<file path="src/rtl/fifo_credit_pkg.sv">
// Shared types and helpers for the credit-flow link (sender and receiver-side monitor).
package fifo_credit_pkg;

  typedef enum logic {
    CRED_OK  = 1'b0,
    CRED_OVF = 1'b1
  } ovf_cause_e;

  // Counter width able to hold 0..els inclusive.
  function automatic int credit_width(input int els);
    return $clog2(els + 1);
  endfunction

endpackage

</file>
<file path="src/rtl/fifo_credit_counter.sv">
// Saturating credit counter: reset to els_p, up/down strobes, sticky overflow flag.
module fifo_credit_counter
  import fifo_credit_pkg::*;
#(
  parameter int els_p = 4,
  localparam int cw_lp = credit_width(els_p)
) (
  input  logic             clk_i,
  input  logic             reset_n_i,
  input  logic             up_i,
  input  logic             down_i,
  output logic [cw_lp-1:0] count_o,
  output logic             overflow_o
);

  localparam logic [cw_lp-1:0] els_lp = cw_lp'(els_p);

  logic [cw_lp-1:0] cnt_r, cnt_n;
  ovf_cause_e       cause_r, cause_n;

  always_comb begin
    cnt_n   = cnt_r;
    cause_n = cause_r;
    case ({up_i, down_i})
      2'b10: begin
        // Returned credit with a full count saturates instead of wrapping.
        if (cnt_r == els_lp) cause_n = CRED_OVF;
        else                 cnt_n   = cnt_r + cw_lp'(1);
      end
      2'b01:   cnt_n = cnt_r - cw_lp'(1);
      default: ;
    endcase
  end

  always_ff @(posedge clk_i) begin
    if (!reset_n_i) begin
      cnt_r   <= els_lp;
      cause_r <= CRED_OK;
    end else begin
      cnt_r   <= cnt_n;
      cause_r <= cause_n;
    end
  end

  always_ff @(posedge clk_i) begin
    if (reset_n_i && down_i && !up_i) assert (cnt_r != '0);
  end

  assign count_o    = cnt_r;
  assign overflow_o = (cause_r == CRED_OVF);

endmodule

</file>
<file path="src/rtl/fifo_credit_sender.sv">
// Transmit side of a credit-flow link into a remote small FIFO.
// Build option: FIFO_CREDIT_SENDER_OUTREG_EN registers the outgoing beat (1-cycle latency).
module fifo_credit_sender
  import fifo_credit_pkg::*;
#(
  parameter int width_p = 8,
  parameter int els_p   = 4
) (
  input  logic                             clk_i,
  input  logic                             reset_n_i,
  input  logic                             v_i,
  output logic                             ready_o,
  input  logic [width_p-1:0]               data_i,
  output logic                             v_o,
  output logic [width_p-1:0]               data_o,
  input  logic                             credit_i,
  output logic [credit_width(els_p)-1:0]   credits_o,
  output logic                             overflow_o
);

  logic acc;

  // Gated by reset so nothing is offered or emitted while the link is being reset.
  assign ready_o = reset_n_i && (credits_o != '0);
  assign acc     = v_i && ready_o;

  fifo_credit_counter #(.els_p(els_p)) counter (
    .clk_i      (clk_i),
    .reset_n_i  (reset_n_i),
    .up_i       (credit_i),
    .down_i     (acc),
    .count_o    (credits_o),
    .overflow_o (overflow_o)
  );

`ifdef FIFO_CREDIT_SENDER_OUTREG_EN
  logic               v_r;
  logic [width_p-1:0] data_r;

  always_ff @(posedge clk_i) begin
    if (!reset_n_i) v_r <= 1'b0;
    else            v_r <= acc;
  end

  always_ff @(posedge clk_i) begin
    if (acc) data_r <= data_i;
  end

  assign v_o    = v_r;
  assign data_o = data_r;
`else
  assign v_o    = acc;
  assign data_o = data_i;
`endif

endmodule

</file>
<file path="config.mk">
export PLATFORM = sky130hd
export DESIGN_NAME = fifo_credit_sender
export DESIGN_NICKNAME = d
export VERILOG_FILES = /design/src/rtl/fifo_credit_pkg.sv /design/src/rtl/fifo_credit_counter.sv /design/src/rtl/fifo_credit_sender.sv
export SDC_FILE = /design/constraint.sdc
export NUM_CORES = 1
export LEC_CHECK = 0
export CORE_AREA = 2 2 39 41
export CTS_BUF_LIST = sky130_fd_sc_hd__clkbuf_4 sky130_fd_sc_hd__clkbuf_8
export CTS_CLUSTER_DIAMETER = 120
export DETAILED_ROUTE_END_ITERATION = 6
export DIE_AREA = 0 0 41 43
export PLACE_DENSITY = 0.67
export SETUP_SLACK_MARGIN = 0.02
export SYNTH_ARGS = -nofsm -noshare
export SYNTH_HDL_FRONTEND = slang
export SYNTH_SLANG_ARGS = --single-unit
export TNS_END_PERCENT = 5
</file>
<file path="constraint.sdc">
create_clock -name clk_i -period 2.92 [get_ports clk_i]
set_clock_uncertainty 0.05 [all_clocks]
set_input_delay 0.876 -clock clk_i [delete_from_list [all_inputs] [get_ports clk_i]]
set_output_delay 0.876 -clock clk_i [all_outputs]
set_load 0.02 [all_outputs]
</file>
==> impl_metrics.sql, run 1 <==
INSERT INTO impl_metrics (metric_group, metric, value, unit) VALUES
('grt', 'largest_net_degree_at_the_start_of_global_routing', '8', ''),
('sta', 'setup_viol_count_final', '0', ''),
('cts', 'cts_tree', 'built', ''),
('logic_synthesis', 'synth.area.top_cells', 'sky130_fd_sc_hd__dfxtp_1, sky130_fd_sc_hd__buf_4, sky130_fd_sc_hd__fa_1', ''),
('setup_path', 'setup.worst_path.end_class', 'flip-flop', ''),
('detailed_routing', 'met2_wirelength', '353', 'um'),
('power_and_ir_drop', 'leakage', '0.216', 'nW'),
('cells_and_area', 'final_nets', '69', ''),
('detailed_routing', 'drt-initial-drc-count', '2', ''),
('flow_run', 'drv.max_cap_violation_count', '0', ''),
('hold_path', 'hold_crit_class', 'reg -> reg', ''),
('logic_synthesis', 'postSynthRegisterBits', '4', ''),
('run_status', 'run_status', 'completed', ''),
('setup_path', 'reg2reg_from', 'counter.count_o[1]$_SDFFE_PN0P_', ''),
('grt', 'grt_antenna_before_repair', '0', ''),
('detailed_routing', 'met1_length', '332', 'um'),
('logic_synthesis', 'synth_cell_type_count', '23', ''),
('sta', 'slew_viol_final', '0', ''),
('cts', 'cts_root_buf', 'sky130_fd_sc_hd__clkbuf_4', ''),
('logic_synthesis', 'postSynthCellCount', '44', ''),
('setup_path', 'cp_data_arrival_time', '2.93', 'ns'),
('grt', 'grt_pass1_wl', '1.28', 'mm'),
('detailed_routing', 'top_signal_layer_used', 'met4', ''),
('die', 'floorplan.core_area', '0.00138', 'mm^2'),
('cts', 'clk_path_buf_depth', '2', ''),
('sta', 'max-slew-margin-rel', '0.717', ''),
('setup_path', 'crit_type', 'in -> reg', ''),
('cts', 'cts_buffers', '3', ''),
('cells_and_area', 'antenna-diode-count', '0', ''),
('detailed_routing', 'detail_route.wirelength', '772', 'um'),
('power_and_ir_drop', 'power.density', '575', 'mW/mm^2'),
('cells_and_area', 'drive_gt1_frac', '0.278', ''),
('sta', 'rsz0062_at_grt', 'no', ''),
('die', 'row_count', '14', ''),
('cells_and_area', 'final_core_utilization', '0.340', ''),
('detailed_routing', 'ant_nets', '0', ''),
('detailed_routing', 'drt_drc_violations_left', '0', ''),
('sta', 'worst_pin_slew', '0.422', 'ns'),
('power_and_ir_drop', 'vdd_drop_max', '0.223', 'mV'),
('grt', 'global_route_congestion_overflow_total', '0', ''),
('cts', 'clock_sinks', '4', ''),
('detailed_routing', 'detail_route.wl_per_cell', '11.0', 'um'),
('sta', 'min_period_over_period', '0.974', ''),
('sta', 'timing.final.crit_period', '2.84', 'ns'),
('setup_path', 'startpoint_type', 'input pin', ''),
('die', 'design.portCount', '26', ''),
('logic_synthesis', 'post_synth_instance_area', '345', 'um^2'),
('cts', 'hold_buffers', '0', ''),
('sta', 'hold-worst-slack', '0.432', 'ns'),
('detailed_routing', 'detailedRoute.firstPassIterationCount', '2', ''),
('logic_synthesis', 'yosysTopAreaCellShare', '0.232', ''),
('setup_path', 'worstPathMaxFanout', '2', ''),
('cells_and_area', 'fillCellCount', '154', ''),
('hold_path', 'hp-start', 'counter.overflow_o$_SDFFE_PN0P_', ''),
('detailed_routing', 'route.vias.total', '323', ''),
('placed_design', 'dp_hpwl', '578', 'um'),
('placed_design', 'port_buffers', '9', ''),
('logic_synthesis', 'sequential_share_of_the_synthesized_area', '0.232', ''),
('cts', 'cts.htree.levels', '1', ''),
('setup_path', 'crit_path_top_delay_cell', 'sky130_fd_sc_hd__clkdlybuf4s50_1', ''),
('logic_synthesis', 'avgSynthCellArea', '7.85', 'um^2'),
('setup_path', 'critical_path_required', '3.00', 'ns'),
('sta', 'layout_setup_ws', '0.0769', 'ns'),
('placed_design', 'dpl.cell_count', '67', ''),
('sta', 'finalHoldViolCount', '0', ''),
('detailed_routing', 'post_drt_via_cell_ratio', '4.61', ''),
('logic_synthesis', 'synth_top_cell_by_area', 'sky130_fd_sc_hd__dfxtp_1', ''),
('logic_synthesis', 'syn-num-nets', '57', ''),
('placed_design', 'global_placer_s_final_weighted_congestion', '0.750', ''),
('setup_path', 'cpPeakStageDelay', '0.43', 'ns'),
('grt', 'first_global_vias', '309', '');
[power by group]
group / switching [mW] / internal, mW
sequential: 0.0163 / 0.0659
combinational: 0.0570 / 0.0600
clock: 0.0252 / 0.0461
[synthesized netlist by cell type (all sizes together)]
cell,instances
o21a,1
clkbuf,1
nand2,5
or2,1
dfxtp,4
a311o,1
a211oi,1
or3b,1
a21oi,1
nand3b,1
nand2b,1
nor3,1
mux2i,2
a21o,1
nor2,4
fa,1
xnor2,1
nor4b,1
inv,4
buf,8
or3,1
o2111a,1
o21ai,1
[layout by cell type, fill, tap and decap left out, types with 2 or more instances in the layout]
master,synthesis,layout
sky130_fd_sc_hd__mux2i_1,2,2
sky130_fd_sc_hd__clkbuf_4,0,3
sky130_fd_sc_hd__dlygate4sd2_1,0,2
sky130_fd_sc_hd__dfxtp_1,4,4
sky130_fd_sc_hd__nor2_1,4,4
sky130_fd_sc_hd__clkdlybuf4s50_1,0,5
sky130_fd_sc_hd__nand2_1,5,5
sky130_fd_sc_hd__inv_1,4,4
sky130_fd_sc_hd__buf_4,8,7
[stage by stage]
stage                     setup TNS [ns]  power (mW)  instance area, um^2
after global placement            -0.891       0.201                  444
after CTS                              0       0.275                  469
final                                  0       0.271                  470
after floorplan                        0       0.165                  347
after detailed placement          -0.875       0.202                  444
after global routing                   0       0.292                  470
[flip-flops by register name, indices dropped and copies added, names as in the netlist]
| signal | flops |
|---|---|
| counter.overflow_o | 1 |
| counter.count_o | 3 |
[worst max-delay path: cells and delay by family]
| family | cells | cell delay (ns) |
|---|---|---|
| AND/OR/NAND/NOR | 2 | 0.80 |
| AO/OA/AOI/OAI | 2 | 0.46 |
| buffers and inverters | 1 | 0.43 |
| adder cells (fa/ha/maj) | 1 | 0.36 |
[layout make-up]
class | count | area [um^2] | share of cell area
sequential | 4 | 80.1 | 0.170
inverter | 4 | 15.0 | 0.0319
clock buffer | 3 | 22.5 | 0.0479
multi-input combinational | 27 | 195 | 0.415
timing repair buffer | 16 | 138 | 0.293
tap | 16 | 20.0 | 0.0426
[metal layers]
| layer | GRT usage | up-vias |
|---|---|---|
| met5 | 0 | - |
| met4 | 0.0600 | 0 |
| met3 | 0.0838 | 2 |
| met2 | 0.147 | 12 |
| met1 | 0.135 | 149 |
| li1 | - | 160 |
[final timing paths]
kind | endpoint | slack (ns) | cells past startpoint
setup reg to reg | counter.count_o[2]$_SDFFE_PN1P_ | 0.49 | 7
setup / recovery | counter.count_o[2]$_SDFFE_PN1P_ | 0.08 | 6
hold / removal | counter.overflow_o$_SDFFE_PN0P_ | 0.43 | 1
hold reg to reg | counter.overflow_o$_SDFFE_PN0P_ | 0.43 | 1
[what timing repair did]
item                       4_1_cts  5_1_grt
pin swaps                        2        0
setup endpoints to repair        3        2
resized for setup                5        4
[cell families (layout without fill, tap and decap cells)]
family | Yosys count | after routing | share of synthesized area
AOI/OAI and AO/OA | 7 | 7 | 0.156
muxes | 2 | 2 | 0.0580
DFF | 4 | 4 | 0.232
and+or+nand+nor | 16 | 16 | 0.243
adders and majority gates | 1 | 1 | 0.0580
xor gates and xnor gates | 1 | 1 | 0.0254
buffers and inverters | 13 | 23 | 0.228
Note: power is estimated with default switching activity, not from simulation.
==> run 2, diff against run 1 <==
--- a/config.mk
+++ b/config.mk
@@ -12,6 +12,7 @@
 export DIE_AREA = 0 0 41 43
 export PLACE_DENSITY = 0.67
 export SETUP_SLACK_MARGIN = 0.02
+export SLEW_MARGIN = 0
 export SYNTH_ARGS = -nofsm -noshare
 export SYNTH_HDL_FRONTEND = slang
 export SYNTH_SLANG_ARGS = --single-unit
==> results of run 2 <==
Final layout, timing and power as in run 1 (identical DEF).
==> run 3, diff against run 2 <==
--- a/config.mk
+++ b/config.mk
@@ -10,7 +10,7 @@
 export CTS_CLUSTER_DIAMETER = 120
 export DETAILED_ROUTE_END_ITERATION = 6
 export DIE_AREA = 0 0 41 43
-export PLACE_DENSITY = 0.67
+export DONT_BUFFER_PORTS = 1
 export SETUP_SLACK_MARGIN = 0.02
 export SLEW_MARGIN = 0
 export SYNTH_ARGS = -nofsm -noshare
==> run 3 against run 2 <==
  * Count of clock-buffer cells in the layout unchanged
  * Setup slack better by 0.28 ns
  * Total power is 12% lower
  * Combinational power decreased by 20%
  * Wire length down 14%
  * Die area unchanged
  * Clock power shrank 4.9%
  * Largest power group unchanged
  * Critical endpoint unchanged
  * Core utilization shrank 9.5 points
  * Worst hold slack better by 0.13 ns
==> impl_metrics.sql, run 3 (same netlist as run 1, synthesis figures left out) <==
INSERT INTO impl_metrics (metric_group, metric, value, unit) VALUES
('sta', 'timing.final.crit_period', '2.57', 'ns'),
('cells_and_area', 'antenna-diode-count', '0', ''),
('cells_and_area', 'area.growth.synth_to_final', '-1.81', '%'),
('detailed_routing', 'detail_route.wl_per_cell', '11.8', 'um'),
('setup_path', 'critical_path_required', '3.00', 'ns'),
('cells_and_area', 'fillCellCount', '150', ''),
('setup_path', 'setup.worst_path.start', 'counter.count_o[2]$_SDFFE_PN1P_', ''),
('sta', 'slew_viol_final', '0', ''),
('detailed_routing', 'route.vias.total', '288', ''),
('setup_path', 'worstPathMaxFanout', '6', ''),
('placed_design', 'dp_hpwl', '544', 'um'),
('sta', 'finalHoldViolCount', '0', ''),
('detailed_routing', 'detail_route.wirelength', '662', 'um'),
('grt', 'grt_pass1_wl', '1.12', 'mm'),
('power_and_ir_drop', 'vdd_drop_max', '0.288', 'mV'),
('die', 'dieArea', '0.00176', 'mm^2'),
('cts', 'hold_buffers', '0', ''),
('cells_and_area', 'finalNonFillerCells', '56', ''),
('setup_path', 'cp_data_arrival_time', '2.64', 'ns'),
('die', 'design.portCount', '26', ''),
('power_and_ir_drop', 'leakage', '0.144', 'nW'),
('cts', 'cts_buffers', '3', ''),
('run_status', 'run_status', 'completed', ''),
('cells_and_area', 'largest_register_ffs', '3', ''),
('sta', 'min_period_over_period', '0.879', ''),
('placed_design', 'global_placer_s_final_weighted_congestion', '0.689', ''),
('die', 'row_count', '14', ''),
('sta', 'finalSetupTns', '0', 'ns'),
('cts', 'ctsResizeCount', '0', ''),
('die', 'die_height', '43', 'um'),
('cts', 'cts_setup_buffers', '0', ''),
('setup_path', 'crit_path_top_delay_cell', 'sky130_fd_sc_hd__dfxtp_1', ''),
('cells_and_area', 'finalInstanceArea', '339', 'um^2'),
('cts', 'clk_path_buf_depth', '2', ''),
('placed_design', 'dpl.cell_count', '53', ''),
('die', 'initial_core_utilization', '0.250', ''),
('detailed_routing', 'post_drt_via_cell_ratio', '5.14', ''),
('setup_path', 'cpPeakStageDelay', '0.53', 'ns'),
('setup_path', 'setup.worst_path.end_class', 'flip-flop', ''),
('die', 'floorplan.die.width', '41', 'um'),
('cts', 'cts.htree.levels', '1', ''),
('cts', 'cts_root_buf', 'sky130_fd_sc_hd__clkbuf_4', ''),
('sta', 'setup_viol_count_final', '0', ''),
('hold_path', 'hp-start', 'counter.overflow_o$_SDFFE_PN0P_', ''),
('placed_design', 'detailed_place.area', '317', 'um^2'),
('detailed_routing', 'drt-initial-drc-count', '2', ''),
('sta', 'max-slew-margin-rel', '0.690', ''),
('cts', 'clk_pin_slew_worst_paths', '0.04', 'ns'),
('power_and_ir_drop', 'power.density', '702', 'mW/mm^2'),
('cts', 'worst_skew_pair.late_latency', '0.23', 'ns'),
('setup_path', 'path_cells', 'nor2_1, or3_2, fa_1, or3b_1, a311o_1, a21o_1', ''),
('hold_path', 'hold_crit_class', 'reg -> reg', ''),
('sta', 'worst_pin_slew', '0.462', 'ns'),
('setup_path', 'startpoint_type', 'flip-flop', ''),
('detailed_routing', 'ant_nets', '0', ''),
('grt', 'grt_antenna_before_repair', '0', ''),
('placed_design', 'port_buffers', '0', ''),
('cts', 'cts_tree', 'built', ''),
('grt', 'globalRouteTotalUtil', '0.0949', ''),
('detailed_routing', 'drt_drc_violations_left', '0', ''),
('flow_run', 'drv.max_cap_violation_count', '0', ''),
('cells_and_area', 'leading_cell_types_in_the_layout_fill_and_taps_excluded', 'sky130_fd_sc_hd__nand2_1, sky130_fd_sc_hd__inv_1, sky130_fd_sc_hd__nor2_1, sky130_fd_sc_hd__dfxtp_1, sky130_fd_sc_hd__clkbuf_4', ''),
('setup_path', 'reg2reg_from', 'counter.count_o[2]$_SDFFE_PN1P_', ''),
('detailed_routing', 'detailedRoute.firstPassIterationCount', '2', ''),
('setup_path', 'crit_type', 'reg -> reg', ''),
('cts', 'clock_sinks', '4', ''),
('sta', 'fmax', '0.390', 'GHz'),
('grt', 'global_route_congestion_overflow_total', '0', ''),
('grt', 'first_global_vias', '287', ''),
('cells_and_area', 'final_nets', '55', ''),
('die', 'floorplan.core_area', '0.00138', 'mm^2'),
('grt', 'largest_net_degree_at_the_start_of_global_routing', '10', ''),
('cells_and_area', 'drive_gt1_frac', '0.175', ''),
('cells_and_area', 'mostFrequentLayoutCell', 'sky130_fd_sc_hd__nand2_1', ''),
('sta', 'rsz0062_at_grt', 'no', '');
-- run 3: per-stage QoR --
step	hold slack (ns)	setup slack (ns)	total power, mW	utilization
global placement	0.558	0.175	0.170	0.229
global route	0.586	0.245	0.262	0.245
CTS	0.570	0.348	0.244	0.245
finish	0.565	0.353	0.238	0.245
floorplan	0.531	0.0353	0.165	-
detailed placement	0.561	0.144	0.173	0.229
-- run 3: final cells by class --
type,count,area (um^2),area share
Clock buffer,3,22.5,0.0664
Tap cell,16,20.0,0.0590
Inverter,4,15.0,0.0443
Timing Repair Buffer,2,15.0,0.0443
Multi-Input combinational cell,27,186,0.550
Sequential cell,4,80.1,0.236
-- run 3: report_power, final --
group | leakage, nW | switching, mW | total, mW | internal, mW
Sequential | 0.0330 | 0.0112 | 0.0770 | 0.0658
Clock | 0.0138 | 0.0218 | 0.0678 | 0.0459
Combinational | 0.0968 | 0.0544 | 0.0934 | 0.0390
-- run 3: worst max-delay path: cells and delay by family, from the launching register on --
family	cells	cell delay, ns
fa+ha+maj	1	0.41
simple gates	3	1.00
flops	1	0.53
compound gates	2	0.47
-- run 3: path summary, 6_finish.rpt --
path | endpoint | slack [ns] | cells after the start
worst max-delay path | counter.count_o[2]$_SDFFE_PN1P_ | 0.35 | 6
worst min-delay path | counter.overflow_o$_SDFFE_PN0P_ | 0.56 | 1
worst max register to register | counter.count_o[2]$_SDFFE_PN1P_ | 0.35 | 6
worst min register to register | counter.overflow_o$_SDFFE_PN0P_ | 0.56 | 1
-- run 3: layer usage --
| layer | global-route usage | wire length, um | vias up |
|---|---|---|---|
| met5 | 0 | 0 | - |
| met4 | 0.0200 | 0 | 0 |
| met3 | 0.0785 | 111 | 0 |
| met2 | 0.144 | 275 | 17 |
| met1 | 0.0980 | 276 | 135 |
| li1 | - | - | 136 |
